[src/rtl/jk_reg_bank.sv]
// jk_reg_bank
//   Bank of WIDTH edge-triggered JK flip-flops on one clock and one
//   asynchronous active-low reset. Every synchronous operation (per-bit JK,
//   up count, down count, serial shift) is expressed as J/K values per bit
//   and then applied through the common JK update rule. Parallel load
//   bypasses the JK rule.
//
//   Optional feature: define JK_BANK_OVF_EN to build the sticky overflow
//   register. Without it, ovf is tied low and ovf_clr is ignored.
//
// Parameters
//   WIDTH      number of flip-flops (2..32)
//   RESET_VAL  value of q while reset_n is low
//
// Ports
//   clk      rising-edge clock
//   reset_n  asynchronous active-low reset
//   en       enable for JK / count / shift operations
//   mode     00 JK, 01 count up, 10 count down, 11 shift
//   load     synchronous parallel load (beats en and mode)
//   d        parallel load data
//   j, k     per-bit JK inputs, used in mode 00
//   ser_in   serial input shifted into bit 0 in mode 11
//   ovf_clr  clears the sticky overflow flag
//   q        flip-flop state
//   tc       terminal count, combinational from q and mode
//   ovf      sticky wrap flag (JK_BANK_OVF_EN only, else 0)

module jk_reg_bank #(
  parameter int               WIDTH     = 8,
  parameter logic [WIDTH-1:0] RESET_VAL = '0
) (
  input  logic             clk,
  input  logic             reset_n,
  input  logic             en,
  input  logic [1:0]       mode,
  input  logic             load,
  input  logic [WIDTH-1:0] d,
  input  logic [WIDTH-1:0] j,
  input  logic [WIDTH-1:0] k,
  input  logic             ser_in,
  input  logic             ovf_clr,
  output logic [WIDTH-1:0] q,
  output logic             tc,
  output logic             ovf
);

  typedef enum logic [1:0] {
    MODE_JK    = 2'b00,
    MODE_UP    = 2'b01,
    MODE_DOWN  = 2'b10,
    MODE_SHIFT = 2'b11
  } mode_t;

  mode_t            op;
  logic [WIDTH-1:0] jv;
  logic [WIDTH-1:0] kv;
  logic [WIDTH-1:0] jk_next;
  logic [WIDTH-1:0] q_next;
  logic             up_carry;
  logic             dn_borrow;

  assign op = mode_t'(mode);

  // Build J/K per bit for the selected mode. Counting uses the classic
  // synchronous-counter rule: a bit toggles when every lower bit is 1 (up)
  // or 0 (down). Shift drives J = wanted value, K = its inverse, which makes
  // each flop behave as a D flop.
  always_comb begin
    jv        = '0;
    kv        = '0;
    up_carry  = 1'b1;
    dn_borrow = 1'b1;
    unique case (op)
      MODE_JK: begin
        jv = j;
        kv = k;
      end
      MODE_UP: begin
        for (int i = 0; i < WIDTH; i++) begin
          jv[i]    = up_carry;
          kv[i]    = up_carry;
          up_carry = up_carry & q[i];
        end
      end
      MODE_DOWN: begin
        for (int i = 0; i < WIDTH; i++) begin
          jv[i]     = dn_borrow;
          kv[i]     = dn_borrow;
          dn_borrow = dn_borrow & ~q[i];
        end
      end
      MODE_SHIFT: begin
        jv = {q[WIDTH-2:0], ser_in};
        kv = ~{q[WIDTH-2:0], ser_in};
      end
      default: begin
        jv = '0;
        kv = '0;
      end
    endcase
  end

  // Common JK update rule, then the load > enable > hold priority.
  always_comb begin
    jk_next = q;
    for (int i = 0; i < WIDTH; i++) begin
      unique case ({jv[i], kv[i]})
        2'b00:   jk_next[i] = q[i];
        2'b01:   jk_next[i] = 1'b0;
        2'b10:   jk_next[i] = 1'b1;
        default: jk_next[i] = ~q[i];
      endcase
    end
    if (load)
      q_next = d;
    else if (en)
      q_next = jk_next;
    else
      q_next = q;
  end

  always_ff @(posedge clk or negedge reset_n) begin
    if (!reset_n)
      q <= RESET_VAL;
    else
      q <= q_next;
  end

  // Terminal count only has meaning in the two counting modes.
  always_comb begin
    tc = 1'b0;
    if (op == MODE_UP)
      tc = &q;
    else if (op == MODE_DOWN)
      tc = ~|q;
  end

`ifdef JK_BANK_OVF_EN
  logic wrap;

  assign wrap = en && !load && (op == MODE_UP || op == MODE_DOWN) && tc;

  // Set has priority over clear so a wrap is never lost to a simultaneous clear.
  always_ff @(posedge clk or negedge reset_n) begin
    if (!reset_n)
      ovf <= 1'b0;
    else if (wrap)
      ovf <= 1'b1;
    else if (ovf_clr)
      ovf <= 1'b0;
  end
`else
  logic unused_ovf_clr;

  assign unused_ovf_clr = ovf_clr;
  assign ovf            = 1'b0;
`endif

endmodule

[config.mk]
export PLATFORM = sky130hd
export DESIGN_NAME = jk_reg_bank
export DESIGN_NICKNAME = d
export VERILOG_FILES = /design/src/rtl/jk_reg_bank.sv
export SDC_FILE = /design/constraint.sdc
export NUM_CORES = 1
export LEC_CHECK = 0
export CAP_MARGIN = 20
export CORE_AREA = 5 5 56 70
export DETAILED_ROUTE_END_ITERATION = 10
export DIE_AREA = 0 0 61 75
export PLACE_DENSITY_LB_ADDON = 0.25
export REMOVE_ABC_BUFFERS = 1
export SYNTH_ARGS = -nofsm -noshare
export SYNTH_HDL_FRONTEND = slang
export SYNTH_SLANG_ARGS = --single-unit
[constraint.sdc]
create_clock -name clk -period 3.2 [get_ports clk]
set_input_delay 0.64 -clock clk [delete_from_list [all_inputs] [get_ports clk]]
set_output_delay 0.64 -clock clk [all_outputs]
set_load 0.1 [all_outputs]
# Word level (Yosys, flattened, before mapping)

Cells that the tools add are included.
W data, S select, Z words.

Eq/ne operators: 27
Mux-type cells: 14
Bitwise operators: 21
Reductions and logical operators: 21

Operator list:

| kind                 | number |
|---|---|
| $pmux W8 S4          | 2 |
| $pmux W1 S3          | 8 |
| $eq A2 B2 Y1 const B | 10 |
| $eq A2 B1 Y1 const B | 9 |
| $logic_not A2 Y1     | 9 |
| $mux W8              | 2 |
| $ne A2 B2 Y1 const B | 8 |
| $reduce_and A2 Y1    | 8 |
| $and A1 B1 Y1        | 12 |
| $not A1 Y1           | 8 |
| $not A8 Y8           | 1 |
| $reduce_and A8 Y1    | 1 |
| $reduce_or A8 Y1     | 1 |
| $mux W1              | 2 |
| $reduce_bool A2 Y1   | 1 |
| $logic_not A1 Y1     | 1 |

Flip-flop bits (word level): 8
Input port bits: 32
Output and inout port bits: 10
Word-level logic and storage cells: 91

# Logic depth before layout (Yosys ltp)

Gate-level depths: netlist of run 1.

Depth after elaboration: 12
Gate-level depth with buffers: 9
Mapped depth without buffers: 7

# Least setup slack after synthesis of run 1

OpenSTA, ideal clock, no wires.

Path kind: reg2out
Start: reg q[0]
End: out tc
Data arrival time: 2.524 ns
Required time: 2.560 ns
Path slack: 0.036 ns
Cell stages (with the launch flop): 5
Path buffers: 1
Path through: dfrtp_1 > buf_2 > nand4_1 > nor4_1 > a21o_1

Word-level cells in the longest chain between the ends: 4
Elaborated cells between the ends (all ways): 5
Classes of those cells: mux: 2; reduce/logical: 3

Ends and longest elaborated chain:

| what                     | RTL line | RTL |
|---|---|---|
| start: declaration       | 43       | `output logic [WIDTH-1:0] q,` |
| start signal: assignment | 127      | `q <= q_next;` |
| $reduce_or A8 Y1         | 136      | `tc = ~\|q;` |
| $logic_not A1 Y1         | 136      |  |
| $mux W1                  | 135      | `else if (op == MODE_DOWN)` |
| $mux W1 (*)              | 133      | `if (op == MODE_UP)` |
| end: declaration         | 44       | `output logic tc,` |

Every way passes the cells marked *; elsewhere a longest branch is shown, timed or not.

# Worst setup path in the final report of run 1

Start: in mode[1]
End: out tc

Word-level cells in the longest chain between the ends: 3
Elaborated cells between the ends (all ways): 4
Classes of those cells: eq/ne: 2; mux: 2

Ends and longest elaborated chain:

| what               | RTL line | RTL |
|---|---|---|
| start: declaration | 36       | `input logic [1:0] mode,` |
| $eq A2 B2 Y1       | n/a      |  |
| $mux W1            | 135      |  |
| $mux W1 (*)        | 133      |  |

Marked as above.

==> metrics.md, run 1 <==
| Metric | Value |
|---|---|
| Status | `complete, no violations` |
| Initial antenna violation count | `0` |
| Part of the cycle the worst path needs | `91.9%` |
| Final hold vios | `0` |
| Crit-path cells | `clkdlybuf4s50_1 > or3b_2 > nor4b_1 > a21o_1 > buf_12` |
| CP bufs+invs | `2` |
| Leakage | `0.753 nW` |
| Comb pwr share | `57.3%` |
| Via density | `6.11` |
| Slew Viols, Final | `0` |
| Io pins | `42` |
| Worst-Margin Slew | `0.725 ns` |
| Hold Crit Depth | `2` |
| Worst path top cell family by delay | `simple AND/OR/NAND/NOR gates` |
| Num rows | `23` |
| Switching power | `0.314 mW` |
| First-pass GRT wire length | `6.47 mm` |
| DRT antenna net count | `0` |
| P_int | `0.342 mW` |
| Sinks on the clock net | `8` |
| Worst Path Arrival | `2.30 ns` |
| Hold_sp | `q[7]$_DFFE_PN0P_` |
| Clk_skew | `0.00352 ns` |
| Regs by FF count | `q: 8 flops` |
| Vias | `1492` |
| Routed length per instance | `15.9 um` |
| Root Driver | `clkbuf_8` |
| Max Buffers Root-to-Sink | `2` |
| Clock-pin slew on the worst setup and hold paths | `0.05 ns` |
| CP Launch Point | `mode[1]` |
| Power density over cell area | `363 mW/mm^2` |
| CP endpoint kind | `output port` |
| Levels on crit path | `5` |
| Postcts setup bufs | `0` |
| Clock group share of total power | `20.9%` |
| WS Path Type | `in2out` |
| Overflow after GRT | `0` |
| Warning count from the yosys run | `0` |
| Fmax | `340 MHz` |
| Die height | `75 um` |
| CP max stage cell | `clkdlybuf4s50_1` |
| Largest register FFs | `8` |
| Slew headroom | `51.5%` |
| # resized after CTS | `0` |
| Register area share after synthesis | `14.8%` |
| Initial Util | `42.8%` |
| Mean Syn Cell Area | `7.83 um^2` |
| DRC viols | `0` |
| Setup crit start kind | `primary input` |
| HP Class | `reg2reg` |
| Synthesis-stage register bit count | `8` |
| Clk Latency, worst-skew pair | `0.24 ns` |
| Iter 0 DRT Violations | `51` |
| Reg2reg end | `q[4]$_DFFE_PN0P_` |
| H-tree depth | `1` |
| Die X | `61 um` |
| WL final | `3.87 mm` |
| Mapped Area | `0.00136 mm^2` |
| Final HPWL DP | `2.97 mm` |
| Nets | `257` |
| CP peak stage delay | `0.54 ns` |
| Core ar. | `0.00317 mm^2` |
| Sequential fraction of design power | `21.9%` |
| Final design utilization | `57.0%` |
| RD Place Congestion | `0.864` |
| FF+latch area | `200 um^2` |
| Cell Area, Placed | `0.00176 mm^2` |
| Multi-input gate area | `0.00104 mm^2` |
| Cell count of the worst reg-to-reg path | `6` |
| Pre-antenna DRT Iters | `6` |
| Syn Inst Count | `173` |
| RSZ-0062 raised after global routing | `false` |
| Antenna diodes | `0` |
| Maximum fanout along the worst path | `4` |
| Vias in the first global route | `1515` |
| Largest net degree at the start of global routing | `24` |
| CTS Hold Bufs | `0` |
| GRT Util Overall | `18.4%` |
| Layout cell share with drive strength beyond 1 | `10.6%` |
| Final Cell Area | `0.00181 mm^2` |
| Post-synth cell types | `44` |
| CTS tree | `done` |
| R2R Setup Slk | `0.56 ns` |
| Worst IR Drop VDD | `0.000279 V` |
| Power Total | `0.656 mW` |
| FF-to-FF Start | `q[2]$_DFFE_PN0P_` |
| Worst Path Required | `2.56 ns` |
| Reg with most FFs | `q` |
| Area delta synth->final | `33.2%` |
| MaxCap Viol Count | `0` |
| CTS buffer count | `3` |
| Hold Path Sink | `q[7]$_DFFE_PN0P_` |
| Final setup TNS | `0 ns` |
| Crit path time final | `2.94 ns` |
| Fillers | `307` |
| Die ar. | `0.00458 mm^2` |
| IO buf count | `39` |
| Sw Share | `47.8%` |
| Final setup viols | `0` |
power by group through the flow:
| stage | registers (mW) | logic, mW | clock network, mW |
|---|---|---|---|
| floorplan | 0.245 | 0.148 | 0 |
| global placement | 0.143 | 0.363 | 0 |
| detailed placement | 0.145 | 0.375 | 0 |
| CTS | 0.144 | 0.377 | 0.136 |
| global route | 0.148 | 0.409 | 0.142 |
| finish | 0.143 | 0.376 | 0.137 |
cell usage in the layout (no fill, tap or decap), types with 2 or more instances in the layout:
cell type	synthesis	routed
o21ai_0	7	7
nor2_1	9	9
clkdlybuf4s50_1	0	30
inv_1	12	12
nand3b_1	2	2
nor2b_1	3	3
buf_4	1	14
ha_1	16	16
a2111oi_0	7	7
nor4_1	3	3
nand2b_1	10	10
a21o_1	4	4
o22a_1	3	3
a21oi_1	14	14
nor4bb_1	14	14
nand3_1	3	3
nor4b_1	2	2
dfrtp_1	8	8
nand2_1	10	10
o31a_1	2	2
o31ai_1	4	4
clkbuf_8	0	3
o22ai_1	3	3
a221oi_1	4	4
kinds of logic (layout without fill, tap and decap cells):
kind of cell | after synthesis | in the layout | synth area share, %
AO/OA/AOI/OAI | 57 | 57 | 29.7
adder cells (fa/ha/maj) | 16 | 16 | 14.8
buffers and inverters | 27 | 61 | 8.22
flip-flops | 8 | 8 | 14.8
multiplexers | 1 | 1 | 1.66
other | 1 | 1 | 0.277
AND/OR/NAND/NOR | 63 | 63 | 30.6
Yosys cell counts:
cell type	instances	area [um^2]
a21boi_0	1	7.51
o22ai_1	3	18.8
o31a_1	2	17.5
nor2b_1	3	18.8
a221o_1	1	10.0
nand4_1	1	6.26
nand3b_1	2	15.0
conb_1	1	3.75
or3b_2	1	8.76
nor2_1	9	33.8
buf_2	5	25.0
nand3_1	3	15.0
ha_1	16	200
inv_1	12	45.0
or4_4	1	11.3
a211oi_1	1	7.51
buf_1	1	3.75
nand2_1	10	37.5
nor3_1	1	5.00
a21o_1	4	30.0
nor4bb_1	14	140
o2111a_1	1	11.3
nor4b_1	2	17.5
or3_1	1	6.26
o31ai_1	4	30.0
and4_1	1	8.76
nand2b_1	10	62.6
o2bb2ai_1	1	8.76
a31oi_1	1	6.26
nand4b_1	1	8.76
clkbuf_1	7	26.3
a31o_2	1	8.76
o22a_1	3	26.3
o41a_1	1	11.3
clkinv_1	1	3.75
o21ai_0	7	35.0
a2111oi_0	7	61.3
nor4_1	3	18.8
mux4_2	1	22.5
a21oi_1	14	70.1
a22oi_1	1	7.51
dfrtp_1	8	200
buf_4	1	7.51
a221oi_1	4	35.0
how the worst max path moves through the flow:
stage	endpoint	slack [ns]
final	tc	0.26
after global routing	q[2]$_DFFE_PN0P_	0.05
after CTS	tc	0.26
after detailed placement	q[2]$_DFFE_PN0P_	0.09
after global placement	q[4]$_DFFE_PN0P_	0.14
after floorplan	tc	0.07
metrics by stage:
stage	setup slack (ns)	hold WS [ns]	instances
detailed placement	0.0885	0.691	241
floorplan	0.0650	0.344	159
global placement	0.145	0.655	241
global route	0.0466	0.755	244
CTS	0.262	0.697	244
finish	0.260	0.683	244
cell type report:
cell class | instances | share of cell area [%]
Multi-Input combinational cell | 138 | 57.8
Inverter | 13 | 2.70
Tap cell | 37 | 2.56
Sequential cell | 8 | 11.1
Timing Repair Buffer | 45 | 23.6
Clock buffer | 3 | 2.29
worst register-to-register path, delay by kind of cell, from the launching register on:
kind / cells / cell delay [ns]
adder cells (fa/ha/maj): 1 / 0.32
AO/OA/AOI/OAI: 2 / 0.45
AND/OR/NAND/NOR: 2 / 0.70
flip-flops: 1 / 0.52
multiplexers: 1 / 0.50
layer usage:
metal | wire [um] | GRT usage, %
met1 | 1590 | 20.4
met2 | 1980 | 34.6
met3 | 231 | 2.40
met4 | 68 | 6.99
met5 | 0 | 0
No activity file was read; power rests on OpenSTA's default activity.
==> run 2: changes to the inputs <==
--- a/config.mk
+++ b/config.mk
@@ -7,6 +7,7 @@
 export LEC_CHECK = 0
 export CAP_MARGIN = 20
 export CORE_AREA = 5 5 56 70
+export CTS_CLUSTER_SIZE = 20
 export DETAILED_ROUTE_END_ITERATION = 10
 export DIE_AREA = 0 0 61 75
 export PLACE_DENSITY_LB_ADDON = 0.25
==> results of run 2 <==
Same layout as run 1: the final DEF is identical, and so are final timing and power.
==> run 3: changes to the inputs <==
--- a/config.mk
+++ b/config.mk
@@ -10,6 +10,7 @@
 export CTS_CLUSTER_SIZE = 20
 export DETAILED_ROUTE_END_ITERATION = 10
 export DIE_AREA = 0 0 61 75
+export GPL_TIMING_DRIVEN = 1
 export PLACE_DENSITY_LB_ADDON = 0.25
 export REMOVE_ABC_BUFFERS = 1
 export SYNTH_ARGS = -nofsm -noshare
==> results of run 3 <==
Same layout as run 1: the final DEF is identical, and so are final timing and power.
